**src/rtl/pcpu_mem_pkg.sv**
```systemverilog
// Shared encodings for the PCPU MEM-stage access unit: size codes, FSM states,
// byte-enable patterns and the latched request record.
package pcpu_mem_pkg;

    localparam logic [1:0] SIZE_BYTE = 2'b00;
    localparam logic [1:0] SIZE_HALF = 2'b01;
    localparam logic [1:0] SIZE_WORD = 2'b10;
    localparam logic [1:0] SIZE_RSVD = 2'b11;

    localparam logic [1:0] ST_IDLE = 2'b00;
    localparam logic [1:0] ST_BUSY = 2'b01;
    localparam logic [1:0] ST_DONE = 2'b10;

    localparam logic [3:0] BE_BYTE0   = 4'b0001;
    localparam logic [3:0] BE_HALF_LO = 4'b0011;
    localparam logic [3:0] BE_HALF_HI = 4'b1100;
    localparam logic [3:0] BE_WORD    = 4'b1111;

    typedef struct packed {
        logic        we;
        logic [1:0]  size;
        logic        sext;
        logic [31:0] addr;
        logic [31:0] wdata;
    } mem_req_t;

    // Reserved size is treated as an alignment fault so it never reaches the bus.
    function automatic logic is_misaligned(input logic [1:0] size, input logic [1:0] addr_lo);
        case (size)
            SIZE_BYTE: is_misaligned = 1'b0;
            SIZE_HALF: is_misaligned = addr_lo[0];
            SIZE_WORD: is_misaligned = (addr_lo != 2'b00);
            default:   is_misaligned = 1'b1;
        endcase
    endfunction

endpackage

```
**src/rtl/mem_lane_align.sv**
```systemverilog
// Combinational lane steering: replicates store data across byte lanes with the
// matching byte enables, and extracts/extends load data from the bus word.
module mem_lane_align
    import pcpu_mem_pkg::*;
(
    input  logic [1:0]  size,
    input  logic [1:0]  addr_lo,
    input  logic        sext,
    input  logic [31:0] wdata,
    input  logic [31:0] rdata_bus,
    output logic [31:0] data_out,
    output logic [3:0]  byte_en,
    output logic [31:0] rdata
);

    logic [31:0] shifted;
    logic [15:0] half_sel;

    always_comb begin
        shifted  = rdata_bus >> {addr_lo, 3'b000};
        half_sel = addr_lo[1] ? rdata_bus[31:16] : rdata_bus[15:0];
        data_out = wdata;
        byte_en  = BE_WORD;
        rdata    = rdata_bus;
        case (size)
            SIZE_BYTE: begin
                data_out = {4{wdata[7:0]}};
                byte_en  = BE_BYTE0 << addr_lo;
                rdata    = {{24{sext & shifted[7]}}, shifted[7:0]};
            end
            SIZE_HALF: begin
                data_out = {2{wdata[15:0]}};
                byte_en  = addr_lo[1] ? BE_HALF_HI : BE_HALF_LO;
                rdata    = {{16{sext & half_sel[15]}}, half_sel};
            end
            default: ;
        endcase
    end

endmodule

```
**src/rtl/mem_access_unit.sv**
```systemverilog
// MEM-stage data-memory access controller: IDLE/BUSY/DONE handshake on the MIO
// bus with pipeline stall, timeout abort and registered one-cycle response.
module mem_access_unit
    import pcpu_mem_pkg::*;
#(
    parameter int TIMEOUT_CYCLES = 256
) (
    input  logic        clk,
    input  logic        rst,
    input  logic        req_valid,
    input  logic        req_we,
    input  logic [1:0]  req_size,
    input  logic        req_sext,
    input  logic [31:0] req_addr,
    input  logic [31:0] req_wdata,
    output logic        stall,
    output logic        rsp_valid,
    output logic [31:0] rsp_rdata,
    output logic        align_err,
    output logic        bus_err,
    output logic        CPU_MIO,
    output logic        mem_w,
    output logic [31:0] data_addr,
    output logic [31:0] data_out,
    output logic [3:0]  byte_en,
    input  logic        MIO_ready,
    input  logic [31:0] data_mem
);

    localparam int CW = (TIMEOUT_CYCLES > 2) ? $clog2(TIMEOUT_CYCLES) : 1;
    localparam logic [CW-1:0] CNT_LAST = CW'(TIMEOUT_CYCLES - 1);

    logic [1:0]    state_reg, state_next;
    mem_req_t      req_reg, req_next;
    logic [CW-1:0] cnt_reg, cnt_next;
    logic [31:0]   rdata_reg, rdata_next;
    logic          align_err_reg, align_err_next;
    logic          bus_err_reg, bus_err_next;

    logic          busy;
    logic [31:0]   lane_data_out;
    logic [3:0]    lane_byte_en;
    logic [31:0]   lane_rdata;

    assign busy = (state_reg == ST_BUSY);

    mem_lane_align u_align (
        .size      (req_reg.size),
        .addr_lo   (req_reg.addr[1:0]),
        .sext      (req_reg.sext),
        .wdata     (req_reg.wdata),
        .rdata_bus (data_mem),
        .data_out  (lane_data_out),
        .byte_en   (lane_byte_en),
        .rdata     (lane_rdata)
    );

    always_comb begin
        state_next     = state_reg;
        req_next       = req_reg;
        cnt_next       = cnt_reg;
        rdata_next     = rdata_reg;
        align_err_next = align_err_reg;
        bus_err_next   = bus_err_reg;
        case (state_reg)
            ST_IDLE: begin
                if (req_valid) begin
                    if (is_misaligned(req_size, req_addr[1:0])) begin
                        state_next     = ST_DONE;
                        align_err_next = 1'b1;
                    end else begin
                        state_next = ST_BUSY;
                        cnt_next   = '0;
                        req_next   = '{we: req_we, size: req_size, sext: req_sext,
                                       addr: req_addr, wdata: req_wdata};
                    end
                end
            end
            ST_BUSY: begin
                if (MIO_ready) begin
                    state_next = ST_DONE;
                    rdata_next = req_reg.we ? 32'h0 : lane_rdata;
                end else if (cnt_reg == CNT_LAST) begin
                    state_next   = ST_DONE;
                    bus_err_next = 1'b1;
                end else begin
                    cnt_next = cnt_reg + CW'(1);
                end
            end
            ST_DONE: begin
                // Response fields live for exactly the DONE cycle.
                state_next     = ST_IDLE;
                rdata_next     = 32'h0;
                align_err_next = 1'b0;
                bus_err_next   = 1'b0;
            end
            default: state_next = ST_IDLE;
        endcase
    end

    always_ff @(posedge clk or negedge rst) begin
        if (!rst) begin
            state_reg     <= ST_IDLE;
            req_reg       <= '0;
            cnt_reg       <= '0;
            rdata_reg     <= 32'h0;
            align_err_reg <= 1'b0;
            bus_err_reg   <= 1'b0;
        end else begin
            state_reg     <= state_next;
            req_reg       <= req_next;
            cnt_reg       <= cnt_next;
            rdata_reg     <= rdata_next;
            align_err_reg <= align_err_next;
            bus_err_reg   <= bus_err_next;
        end
    end

    // rst gates stall so the pipeline is released the moment reset asserts.
    assign stall     = rst & (busy | ((state_reg == ST_IDLE) & req_valid));
    assign rsp_valid = (state_reg == ST_DONE);
    assign rsp_rdata = rdata_reg;
    assign align_err = align_err_reg;
    assign bus_err   = bus_err_reg;
    assign CPU_MIO   = busy;
    assign mem_w     = busy & req_reg.we;
    assign data_addr = busy ? {req_reg.addr[31:2], 2'b00} : 32'h0;
    assign data_out  = busy ? lane_data_out : 32'h0;
    assign byte_en   = busy ? lane_byte_en : 4'h0;

endmodule

```
**config.mk**
```make
export PLATFORM = sky130hd
export DESIGN_NAME = mem_access_unit
export DESIGN_NICKNAME = d
export VERILOG_FILES = /design/src/rtl/pcpu_mem_pkg.sv /design/src/rtl/mem_lane_align.sv /design/src/rtl/mem_access_unit.sv
export SDC_FILE = /design/constraint.sdc
export NUM_CORES = 1
export LEC_CHECK = 0
export CORE_ASPECT_RATIO = 1.75
export CORE_UTILIZATION = 23
export DETAILED_ROUTE_END_ITERATION = 10
export PLACE_DENSITY = 0.46
export SYNTH_ARGS = -nofsm -noshare
export SYNTH_HDL_FRONTEND = slang
export SYNTH_SLANG_ARGS = --single-unit
```
**constraint.sdc**
```tcl
create_clock -name clk -period 1.9 [get_ports clk]
set_input_delay 0.19 -clock clk [delete_from_list [all_inputs] [get_ports clk]]
set_output_delay 0.19 -clock clk [all_outputs]
set_load 0.005 [all_outputs]
```
After elaboration in Yosys (flattened, before gate mapping)

Cells that the tools add are included.
W data, S select, Z words.

$add $sub $neg: 1
Eq/ne operators: 14
Shift operators: 2
Muxes and demuxes: 30
Bitwise gates (word level): 7
Reductions and logical operators: 13

Operators by type and width:

| cell                  | count |
|---|---|
| $pmux W32 S2          | 3 |
| $mux W32              | 4 |
| $mux W8               | 4 |
| $shr A32 B5 Y8        | 1 |
| $mux W16              | 1 |
| $pmux W8 S2           | 1 |
| $ne A2 B2 Y1 const B  | 6 |
| $reduce_and A3 Y1     | 3 |
| $add A8 B1 Y8 const B | 1 |
| $eq A8 B8 Y1 const B  | 1 |
| $mux W2               | 4 |
| $mux W4               | 2 |
| $pmux W4 S2           | 1 |
| $reduce_bool A2 Y1    | 4 |
| $eq A2 B1 Y1 const B  | 3 |
| $logic_not A2 Y1      | 3 |
| $mux W1               | 6 |
| $and A1 B1 Y1         | 5 |
| $reduce_and A5 Y1     | 1 |
| $eq A2 B2 Y1 const B  | 2 |
| $pmux W1 S2           | 2 |
| $pmux W2 S2           | 1 |
| $reduce_and A2 Y1     | 2 |
| $shl A1 B2 Y4 const A | 1 |
| other kinds (5)       | 5 |

Register bits: 112
Bits of input ports: 104
Output and inout port bits: 106
Logic and storage cells: 77

Longest topological paths before layout

Depth in word-level cells: 7
Depth in mapped cells: 7

Modules after synthesis

Synthesis repeated with hierarchy kept, for this count alone.

Cell total of the unflattened synthesis: 554
Area total of the unflattened synthesis: 6125.9 um^2

By module, submodules not included:

| module          | times used | cells an instance | area each (um^2) |
|---|---|---|---|
| mem_access_unit | 1          | 378               | 4924.7 |
| mem_lane_align  | 1          | 176               | 1201.2 |

Least setup slack after synthesis

OpenSTA, ideal clock, no wires.

Path type: reg-to-reg
Start point: register req_reg[32] (netlist bit)
End point: register rdata_reg[21] (netlist: rsp_rdata[21])
Setup time: 64 ps
Data arrival time: 1851 ps
Data required time: 1836 ps
Setup slack: -15 ps
Cell stages (with the launch flop): 7
Buffers on the path: 2
Path through: dfrtp_1 -> buf_6 -> or3b_1 -> a32o_1 -> a2111oi_4 -> buf_6 -> a221o_2

Cells in the longest elaborated chain, start to end: 6

RTL lines:

| element                | line                   | text |
|---|---|---|
| from (decl)            | mem_access_unit.sv:34  | `mem_req_t req_reg, req_next;` |
| from (signal assigned) | mem_access_unit.sv:111 | `req_reg <= req_next;` |
| $shr A32 B5 Y8         | mem_lane_align.sv:20   | `shifted = rdata_bus >> {addr_lo, 3'b000};` |
| $and A1 B1 Y1          | mem_lane_align.sv:29   | `rdata = {{24{sext & shifted[7]}}, shifted[7:0]};` |
| $pmux W32 S2           | mem_lane_align.sv:25   | `case (size)` |
| $mux W32               | mem_access_unit.sv:82  | `rdata_next = req_reg.we ? 32'h0 : lane_rdata;` |
| $mux W32               | mem_access_unit.sv:80  | `if (MIO_ready) begin` |
| $pmux W32 S2           | mem_access_unit.sv:65  | `case (state_reg)` |
| to (signal assigned)   | mem_access_unit.sv:113 | `rdata_reg <= rdata_next;` |
| to (decl)              | mem_access_unit.sv:36  | `logic [31:0] rdata_reg, rdata_next;` |

No other way between the ends. The select of a mux whose other input is x is not followed.
A chain may end at the register's enable or synchronous reset.

Worst setup path in the final report

Start point: register req_reg[65] (netlist bit)
End point: register rdata_reg[27] (netlist: rsp_rdata[27])

Cells in the longest elaborated chain, start to end: 5
Elaborated cells on any way between the ends: 6
Classes of those cells: eq/ne (1); mux (4); reduce/logical (1)

RTL lines:

| element                                                 | line |
|---|---|
| $eq A2 B1 Y1 / $logic_not A2 Y1 (equally long branches) | mem_lane_align.sv:25 |
| $pmux W32 S2 *                                          | mem_lane_align.sv:25 |
| $mux W32 *                                              | mem_access_unit.sv:82 |
| $mux W32 *                                              | mem_access_unit.sv:80 |
| $pmux W32 S2 *                                          | mem_access_unit.sv:65 |

Mark *: on every way between the ends. The rest lies on a longest branch, timed or not. The select of a mux whose other input is x is not followed.

==> key figures <==
Floorplanning
  • Top Ports: 210
  • Die ar.: ~0.025 mm²
  • Horiz. Die Dim: 121 µm
  • Initial Utilization: 23.6%
  • Core region area: 0.0241 mm²
  • Vert. Die Dim: 210 µm
  • FP Rows: 75

Route
  • WL/cell: 19.2 µm
  • Starting DRT DRC Count: 263
  • WL final: 20700 µm
  • Vias per cell: 4.68
  • Vias: between 5000 and 6000
  • Residual DRC count: 0
  • Post-route ant nets: 0
  • DR pass1 iterations: 4

STA
  • Fin crit share: 104%
  • Tmin final: 1.97 ns
  • Final Hold Vio Count: 0
  • Worst slew pin tran: 0.701 ns
  • Max_slew headroom: a little over half
  • Max Clk Rate: around 500 MHz
  • Final setup margin: -0.0696 ns
  • Endpoints failing setup: 16
  • RSZ-0062 raised after global routing: true
  • Post-Route Skew: 0.00883 ns
  • Max-slew violations: 0

Cells and area
  • Sequential cell area: 0.00281 mm²
  • Share of layout cells above drive strength 1: 32.2%
  • Post-synthesis to final-layout area growth: 59.3%
  • Fin nets: 871
  • Diodes inserted: 0
  • Area occupied by multi-input gates: 0.00283 mm²
  • Fillers: 2429
  • Final core occ: 37.6%
  • Largest register FFs: 68

Synthesis
  • Most common cell in the synthesized netlist: dfrtp_1
  • FFs w/ async S/R, synth: 100%
  • Top FF cell, synth: dfrtp_1
  • Count of different cell masters after synthesis: between 40 and 50
  • Top-area cell type share of the netlist area: 49.2%
  • Synthesized flop and latch total: 112
  • Seq/Total Area, Yosys: 49.2%
  • Top cell type by total area after synthesis: dfrtp_1
  • Commonest cells in the netlist: dfrtp_1 (112), mux2_2 (69), nor2_1 (43), and2_1 (40), nand2_1 (34)
  • EDFF count, synth: 0
  • Synth warn: 0
  • Cell count after synthesis: between 500 and 600
  • Area contributors post-synth: dfrtp_1 (49%), mux2_2 (14%), and2_1 (4.4%)
  • Syn_area_per_cell: ~11 µm²
  • Syn Std Cell Area: 0.00569 mm²

Clock network
  • Clk pin slew, worst setup/hold paths: 0.08 ns
  • Root buffer cell: clkbuf_16
  • CTS max path bufs: 2
  • H-tree depth: 3
  • Clk_lat worst skew: 0.36 ns
  • CTS Sinks: about 110
  • CTS buffer count: 9
  • TritonCTS clock tree: done

Placement
  • Placer congestion estimate: about 0.82
  • Buffers on Ports: 207
  • DP Worst Slack: -0.329 ns
  • HPWL after DPL: 14700 µm

Setup path
  • Crit path max fanout: 6
  • Slowest stage cell, crit path: dfrtp_2
  • Req. time, crit path: 2.20 ns
  • Critical path class: flop to flop
  • Critical path endpoint category: flop
  • Startpoint types: flop
  • Worst path cell trace: buf_6, or3b_1, a32o_2, a2111oi_4, buf_4, a221o_2
  • Worst Path Arrival: around 2.3 ns
  • CP peak stage delay: 0.45 ns

GRT
  • Global Route Usage Sum: 16.4%
  • Maximum number of pins on one net before global-route repair: 113
  • Antenna violations before repair: 1
  • First-pass GRT wire length: 31300 µm
  • Vias in the first global route: 5455
  • Remaining global-route overflow: 0

Power and ir drop
  • VDD IR max: 0.000509 V
  • Power, Total: about 11000 µW
  • NetSw: 3750 µW
  • Leakage power: 0.00414 µW
  • Seq pwr share: 35.2%
  • Clock group share of total power: 18.3%
  • Pwr per Cell Area: 1220 mW/mm²
  • Internal: 7360 µW
  • Comb power frac: between 40% and 50%
  • Switching Share: 33.8%

Outcome
  • Failing checks: setup timing
  • Status: complete, but fails checks

Flow run
  • Max-Cap Viols: 0

Hold path
  • Worst hold path type: primary input to flop
-- layer usage --
| layer | share of wire (%) | GRT usage (%) | vias to the layer above | routed length, µm |
|---|---|---|---|---|
| met1 | 36 | 16.9 | 2521 | 7510 |
| met4 | 2.8 | 6.43 | 0 | 573 |
| li1 | - | - | 2338 | - |
| met5 | 0 | 0 | - | 0 |
| met2 | 57 | 31.8 | 166 | 11700 |
| met3 | 4.4 | 2.95 | 29 | 921 |
-- cell type report --
class | count | share of cell area, %
Sequential cell | 112 | 30.9
Clock buffer | 12 | 2.83
Inverter | 14 | 0.662
Clock inverter | 4 | 0.579
Multi-Input combinational cell | 351 | 31.2
Tap cell | 308 | 4.25
Timing Repair Buffer | 278 | 29.5
-- worst paths after layout --
kind / from / end / slack [ns] / depth (start not counted)
worst max-delay path: req_reg[65] / rsp_rdata[27] / -0.07 / 6
worst min-delay path: req_addr[5] / req_reg[37] / 0.43 / 2
worst max register to register: req_reg[65] / rsp_rdata[27] / -0.07 / 6
worst min register to register: rsp_rdata[1] / rsp_rdata[1] / 0.48 / 2
max in group asynchronous: rst / req_reg[48] / 0.81 / 3
min in group asynchronous: rst / bus_err / 0.57 / 3
-- power by group through the flow --
stage                     logic (µW)  clock network, µW  registers, µW
after floorplan                 2410                  0           3710
after CTS                       4920               2120           3900
after global routing            5590               2190           4030
after detailed placement        4420                  0           3940
final                           5160               2030           3910
after global placement          4380                  0           3890
-- critical path: cells and delay by family, from the launching register on --
| kind | cells | cell delay, ns |
|---|---|---|
| compound gates | 3 | 0.74 |
| flops | 1 | 0.45 |
| buf+inv | 2 | 0.36 |
| simple gates | 1 | 0.36 |
-- logic make-up after synthesis --
logic type | synth area share, %
AOI/OAI and AO/OA | 12.6
adders and majority gates | 0.220
DFF | 49.2
buffers and inverters | 4.11
muxes | 20.0
xor gates and xnor gates | 0.615
and+or+nand+nor | 13.1
other | 0.0659
-- through the flow --
stage                     setup TNS, ns  cell area [µm²]  std cells  hold slack (ns)
final                            -0.729             9070       1079            0.434
after global routing              -1.85             9070       1079            0.430
after CTS                         -2.01             9000       1069            0.420
after detailed placement          -6.04             8350       1031            0.361
after global placement            -4.19             8350       1031            0.357
after floorplan                       0             5700        517           -0.106
-- cells in the final DEF, fill, tap and decap left out, types with 3 or more instances in the layout --
master           Yosys  routed
a31oi_1              8       8
buf_6                2      11
a221o_1             14      14
a21oi_2              0       4
nand3_1             14      14
clkdlybuf4s50_1      0     136
bufbuf_16            0       4
and2_1              40      36
xnor2_1              4       4
nor2_4               0       3
clkbuf_2             0      19
nor3_1               3       3
mux2i_1             18      15
a21o_1               7       7
clkbuf_16            0       9
and2_4               0       4
nor2_2               0       8
buf_12               0      11
dfrtp_1            112     110
buf_2                4      17
mux4_2               7       7
mux2_2              69      69
o22ai_1              9       9
inv_1               14      13
nor2_1              43      32
a21oi_1             22      17
nand2_1             34      34
a221o_2             10      10
dlygate4sd2_1        0      30
buf_4                2      44
o21ai_0             17      16
-- repair_timing --
| item | 4_1_cts | 5_1_grt |
|---|---|---|
| setup endpoints to repair | 86 | 62 |
| gates resized for setup | 177 | 57 |
| cloned | 5 | 0 |
| pin swaps | 4 | 7 |
| setup buffers | 16 | 11 |
| endpoints found under the hold margin | 112 | 0 |
| hold buffers | 1 | 0 |
No activity file was read; power rests on OpenSTA's default activity.
